File: config.mk
export PLATFORM = sky130hd
export DESIGN_NAME = rx_sequencer
export DESIGN_NICKNAME = d
export VERILOG_FILES = /design/src/rtl/rx_pkg.sv /design/src/rtl/rx_bit_timer.sv /design/src/rtl/rx_sequencer.sv
export SDC_FILE = /design/constraint.sdc
export NUM_CORES = 1
export LEC_CHECK = 0
export BUFFER_PORTS_ARGS = -buffer_cell sky130_fd_sc_hd__buf_2
export CORE_MARGIN = 5
export CORE_UTILIZATION = 45
export DETAILED_ROUTE_END_ITERATION = 7
export GPL_TIMING_DRIVEN = 0
export SLEW_MARGIN = 0
export SYNTH_ARGS = -nofsm -noshare
export SYNTH_HDL_FRONTEND = slang
export SYNTH_HIERARCHICAL = 1
export SYNTH_SLANG_ARGS = --single-unit
File: constraint.sdc
create_clock -name clk -period 3.45 [get_ports clk]
set_input_delay 0 -clock clk [delete_from_list [all_inputs] [get_ports clk]]
set_output_delay 0 -clock clk [all_outputs]
set_load 0.01 [all_outputs]
File: src/rtl/rx_pkg.sv
// Shared types and default sizing for the UART receive sequencer.
package rx_pkg;

  typedef enum logic [2:0] {
    IDLE,
    START_CHK,
    RECEIVE,
    STOP_CHK,
    LOAD
  } rx_state_t;

  localparam int unsigned CLKS_PER_BIT = 10;
  localparam int unsigned NUM_BITS     = 9;

endpackage

File: src/rtl/rx_bit_timer.sv
// Bit-period timer and shifted-bit counter; strobe marks the last cycle of each bit period.
module rx_bit_timer #(
  parameter int unsigned CLKS_PER_BIT = rx_pkg::CLKS_PER_BIT,
  parameter int unsigned NUM_BITS     = rx_pkg::NUM_BITS,
  localparam int unsigned TW = $clog2(CLKS_PER_BIT),
  localparam int unsigned CW = $clog2(NUM_BITS + 1)
) (
  input  logic          clk,
  input  logic          rst,
  input  logic          clear,
  input  logic          enable,
  output logic          strobe,
  output logic          half_bit,
  output logic [CW-1:0] bit_count
);

  localparam logic [TW-1:0] LAST = TW'(CLKS_PER_BIT - 1);
  localparam logic [TW-1:0] HALF = TW'(CLKS_PER_BIT / 2 - 1);

  logic [TW-1:0] timer;

  assign strobe   = enable && (timer == LAST);
  // Half-period tick lets the start-bit check reuse this timer.
  assign half_bit = enable && (timer == HALF);

  always_ff @(posedge clk) begin
    if (rst || clear) begin
      timer     <= '0;
      bit_count <= '0;
    end else if (enable) begin
      timer <= strobe ? '0 : timer + 1'b1;
      if (strobe) bit_count <= bit_count + 1'b1;
    end
  end

endmodule

File: src/rtl/rx_sequencer.sv
// UART receive sequencer: synchronizes the line, validates start/stop bits and
// sequences shift strobes and the buffer load for a downstream shift register.
module rx_sequencer #(
  parameter int unsigned CLKS_PER_BIT = rx_pkg::CLKS_PER_BIT,
  parameter int unsigned NUM_BITS     = rx_pkg::NUM_BITS
) (
  input  logic clk,
  input  logic rst,
  input  logic serial_in,
  input  logic stop_bit,
  output logic shift_strobe,
  output logic load_buffer,
  output logic framing_error,
  output logic rx_busy
);

  import rx_pkg::*;

  localparam int unsigned   CW       = $clog2(NUM_BITS + 1);
  localparam logic [CW-1:0] LAST_BIT = CW'(NUM_BITS - 1);

  rx_state_t     state;
  rx_state_t     next_state;
  logic          sync_ff;
  logic          sync_in;
  logic          prev_in;
  logic          start_edge;
  logic          timer_clear;
  logic          timer_en;
  logic          strobe;
  logic          half_bit;
  logic          fe_set;
  logic          fe_clr;
  logic [CW-1:0] bit_count;

  always_ff @(posedge clk) begin
    if (rst) begin
      sync_ff <= 1'b0;
      sync_in <= 1'b0;
      prev_in <= 1'b0;
    end else begin
      sync_ff <= serial_in;
      sync_in <= sync_ff;
      prev_in <= sync_in;
    end
  end

  // Flops reset low, so a line held low from reset never looks like a falling edge.
  assign start_edge = prev_in && !sync_in;

  rx_bit_timer #(
    .CLKS_PER_BIT(CLKS_PER_BIT),
    .NUM_BITS    (NUM_BITS)
  ) u_bit_timer (
    .clk      (clk),
    .rst      (rst),
    .clear    (timer_clear),
    .enable   (timer_en),
    .strobe   (strobe),
    .half_bit (half_bit),
    .bit_count(bit_count)
  );

  always_ff @(posedge clk) begin
    if (rst) begin
      state         <= IDLE;
      framing_error <= 1'b0;
    end else begin
      state <= next_state;
      if (fe_set)      framing_error <= 1'b1;
      else if (fe_clr) framing_error <= 1'b0;
    end
  end

  always_comb begin
    next_state  = state;
    timer_clear = 1'b0;
    fe_set      = 1'b0;
    fe_clr      = 1'b0;
    case (state)
      IDLE: begin
        if (start_edge) begin
          next_state  = START_CHK;
          timer_clear = 1'b1;
        end
      end
      START_CHK: begin
        if (half_bit) begin
          timer_clear = 1'b1;
          if (!sync_in) begin
            next_state = RECEIVE;
            fe_clr     = 1'b1;
          end else begin
            next_state = IDLE;
          end
        end
      end
      RECEIVE: begin
        if (strobe && (bit_count == LAST_BIT)) next_state = STOP_CHK;
      end
      STOP_CHK: begin
        if (stop_bit) begin
          next_state = LOAD;
        end else begin
          next_state = IDLE;
          fe_set     = 1'b1;
        end
      end
      LOAD:    next_state = IDLE;
      default: next_state = IDLE;
    endcase
  end

  always_comb begin
    timer_en     = (state == START_CHK) || (state == RECEIVE);
    shift_strobe = (state == RECEIVE) && strobe;
    load_buffer  = (state == LOAD);
    rx_busy      = (state != IDLE);
  end

endmodule

==> flow_summary.json <==
{
  "synth.top_cell.area_share": 0.403,
  "syn_area_sq_um": 744,
  "synth_ff_type": "dfxtp_1",
  "seq_power_share": 0.598,
  "synth-seq-cells": 15,
  "relSlewSlack": 0.800,
  "p_per_area_nw_per_um2": 341,
  "critical_path_class": "flop to flop",
  "initial_utilization": 0.483,
  "track_usage": 0.122,
  "ctsHtreeMaxLevel": 1,
  "drive_above_1_share": 0.170,
  "finClkSkew_ns": 0.00156,
  "place_hpwl_um": 952,
  "fp.coreArea_sq_um": 1540,
  "critical_path.max_fanout": 10,
  "yosysWarnings": 6,
  "finalHoldViolCount": 0,
  "routed_wl_um": 1350,
  "vias_per_cell": 4.98,
  "dp_cells": 108,
  "dr.pass1.iters": 3,
  "p_leak_nw": 0.392,
  "cp.required_ns": 3.67,
  "rsz0062_at_grt": "no",
  "fin_tns_setup_ns": 0,
  "num_rows": 14,
  "die_w_um": 50.7,
  "ys_seq_area_frac": 0.403,
  "place.gp.congestion": 0.703,
  "overflow": 0,
  "cts.repair.resized": 0,
  "detail_route.iter0.violations": 1,
  "clk-insertion-delay-late_ns": 0.28,
  "final_area_sq_um": 866,
  "power_switching_w": 0.0000649,
  "start_kind": "flop",
  "fin_nets": 109,
  "fp.dieH_um": 50.7,
  "drv_cap": 0,
  "min_period_ns": 2.07,
  "synth_cell_types": 26,
  "area_growth_pct": 16.3,
  "cellInternalPower_w": 0.000230,
  "yosysTopAreaCell": "dfxtp_1",
  "slew_viol_final": 0,
  "synthCells": 85,
  "status": "finished, final reports clean",
  "grt_pass1_vias": 551,
  "cts.sinks": 15,
  "path_clk_slew_ns": 0.09,
  "clkPwrFrac": 0.335,
  "clock_tree.root_cell": "clkbuf_4",
  "final_cell_mix": "dfxtp_1, buf_2, a21oi_1, nor2_1, inv_1",
  "fmax_ghz": 0.483,
  "ios": 8,
  "grt_max_degree": 11,
  "antenna_found_initial": 0,
  "crit_path_end_kind": "flop",
  "wl_per_cell_um": 11.6,
  "timing.hold.ws_ns": 0.462,
  "dpl_cell_area_sq_um": 800,
  "worst_pin_slew_ns": 0.300,
  "power.share.combinational": 0.067,
  "setup_viol": 0,
  "cts_tree": "done",
  "hold_class": "flop to flop",
  "syn_avg_cell_area_sq_um": 8.76,
  "finalCritPeriodShare": 0.600,
  "port_buffers": 7,
  "ant_nets": 0,
  "ir_drop_mv": 0.206,
  "final_cells": 116,
  "synth.top_cells.by_area": "dfxtp_1, ha_1, a21oi_1",
  "grt_first_pass_wirelength_um": 2410,
  "syn_nets": 93,
  "vias": 578,
  "remaining_drc_errors": 0,
  "cts_max_path_buffers": 2,
  "switching_share": 0.220,
  "dieArea_sq_um": 2570,
  "numCtsBuffers": 3,
  "synth-edff-count": 0,
  "synth_async_sr_flop_share": 0,
  "cp.arrival_ns": 2.30,
  "final_common_cell": "dfxtp_1",
  "insertedDiodeCount": 0
}
-- state kept, by name, summed over array words and instances, names as in the netlist --
signal,flops
framing_error,1
prev_in,1
state,3
sync_ff,1
sync_in,1
u_bit_timer/bit_count,4
u_bit_timer/timer,4
-- final timing paths --
check,cells after the start,startpoint,to,slack [ns]
worst min-delay path,1,sync_ff$_SDFF_PP0_,sync_in$_SDFF_PP0_,0.46
worst max register to register,11,state[1]$_SDFFE_PP0P_,u_bit_timer/timer[2]$_SDFFE_PP0P_,1.38
worst min register to register,1,sync_ff$_SDFF_PP0_,sync_in$_SDFF_PP0_,0.46
worst max-delay path,11,state[1]$_SDFFE_PP0P_,u_bit_timer/timer[2]$_SDFFE_PP0P_,1.38
-- power by group through the flow --
stage                Clock, W  Combinational (W)  Sequential, W
floorplan                   0          0.0000112       0.000180
global placement            0          0.0000157       0.000181
detailed placement          0          0.0000163       0.000181
CTS                  0.000105          0.0000198       0.000177
global route         0.000118          0.0000220       0.000177
finish              0.0000990          0.0000197       0.000177
-- stage by stage --
| stage | power (W) | util | setup slack (ns) |
|---|---|---|---|
| floorplan | 0.000191 | - | 1.58 |
| global placement | 0.000196 | 0.519 | 1.41 |
| detailed placement | 0.000197 | 0.519 | 1.39 |
| CTS | 0.000302 | 0.562 | 1.35 |
| global route | 0.000317 | 0.562 | 1.19 |
| finish | 0.000295 | 0.562 | 1.38 |
-- synth_stat cells (2+ instances only) --
master,count
nand2_1,3
inv_1,6
o21ai_0,4
nor2b_1,4
xor2_1,2
nand2b_1,3
or2_2,2
or3_1,3
nor3_1,2
dfxtp_1,15
ha_1,4
nor2_1,7
nand3_1,5
xnor2_1,2
buf_2,3
a21oi_1,8
nor3b_1,3
-- cells by family (layout without fill, tap and decap cells) --
| group | Yosys count | after routing | share of synthesized area |
|---|---|---|---|
| and+or+nand+nor | 37 | 37 | 0.309 |
| DFF | 15 | 15 | 0.403 |
| AOI/OAI and AO/OA | 14 | 14 | 0.103 |
| xor gates and xnor gates | 4 | 4 | 0.0471 |
| adders and majority gates | 4 | 4 | 0.0672 |
| buffers and inverters | 11 | 26 | 0.0706 |
-- layer usage --
metal | vias up | routed length, um | track usage
met2 | 7 | 602 | 0.182
met5 | - | 0 | 0
met4 | 0 | 27 | 0.0766
li1 | 317 | - | -
met3 | 4 | 33 | 0.0355
met1 | 250 | 684 | 0.152
-- critical path, stage by stage (launching register included) --
cell      delay (ns)
dfxtp_1         0.31
buf_2           0.20
xnor2_1         0.14
nor2_1          0.06
buf_6           0.13
and4b_1         0.21
a21oi_1         0.15
nor3_1          0.05
or2_2           0.29
clkbuf_1        0.18
nand2b_1        0.20
nor2_1          0.10
-- area by class of cell --
cell class                 count  area (sq um)
inverter                       6          22.5
sequential                    15           300
multi-input combinational     59           392
fill                         158           676
clock buffer                   4          26.3
tap                           16          20.0
timing repair buffer          11          75.1
buffer                         5          30.0
-- what timing repair did --
action                    in CTS  in global routing
hold endpoints to repair       5                  0
buffers inserted               0                  0
hold buffers                   4                  0
No activity file was read; power rests on OpenSTA's default activity.
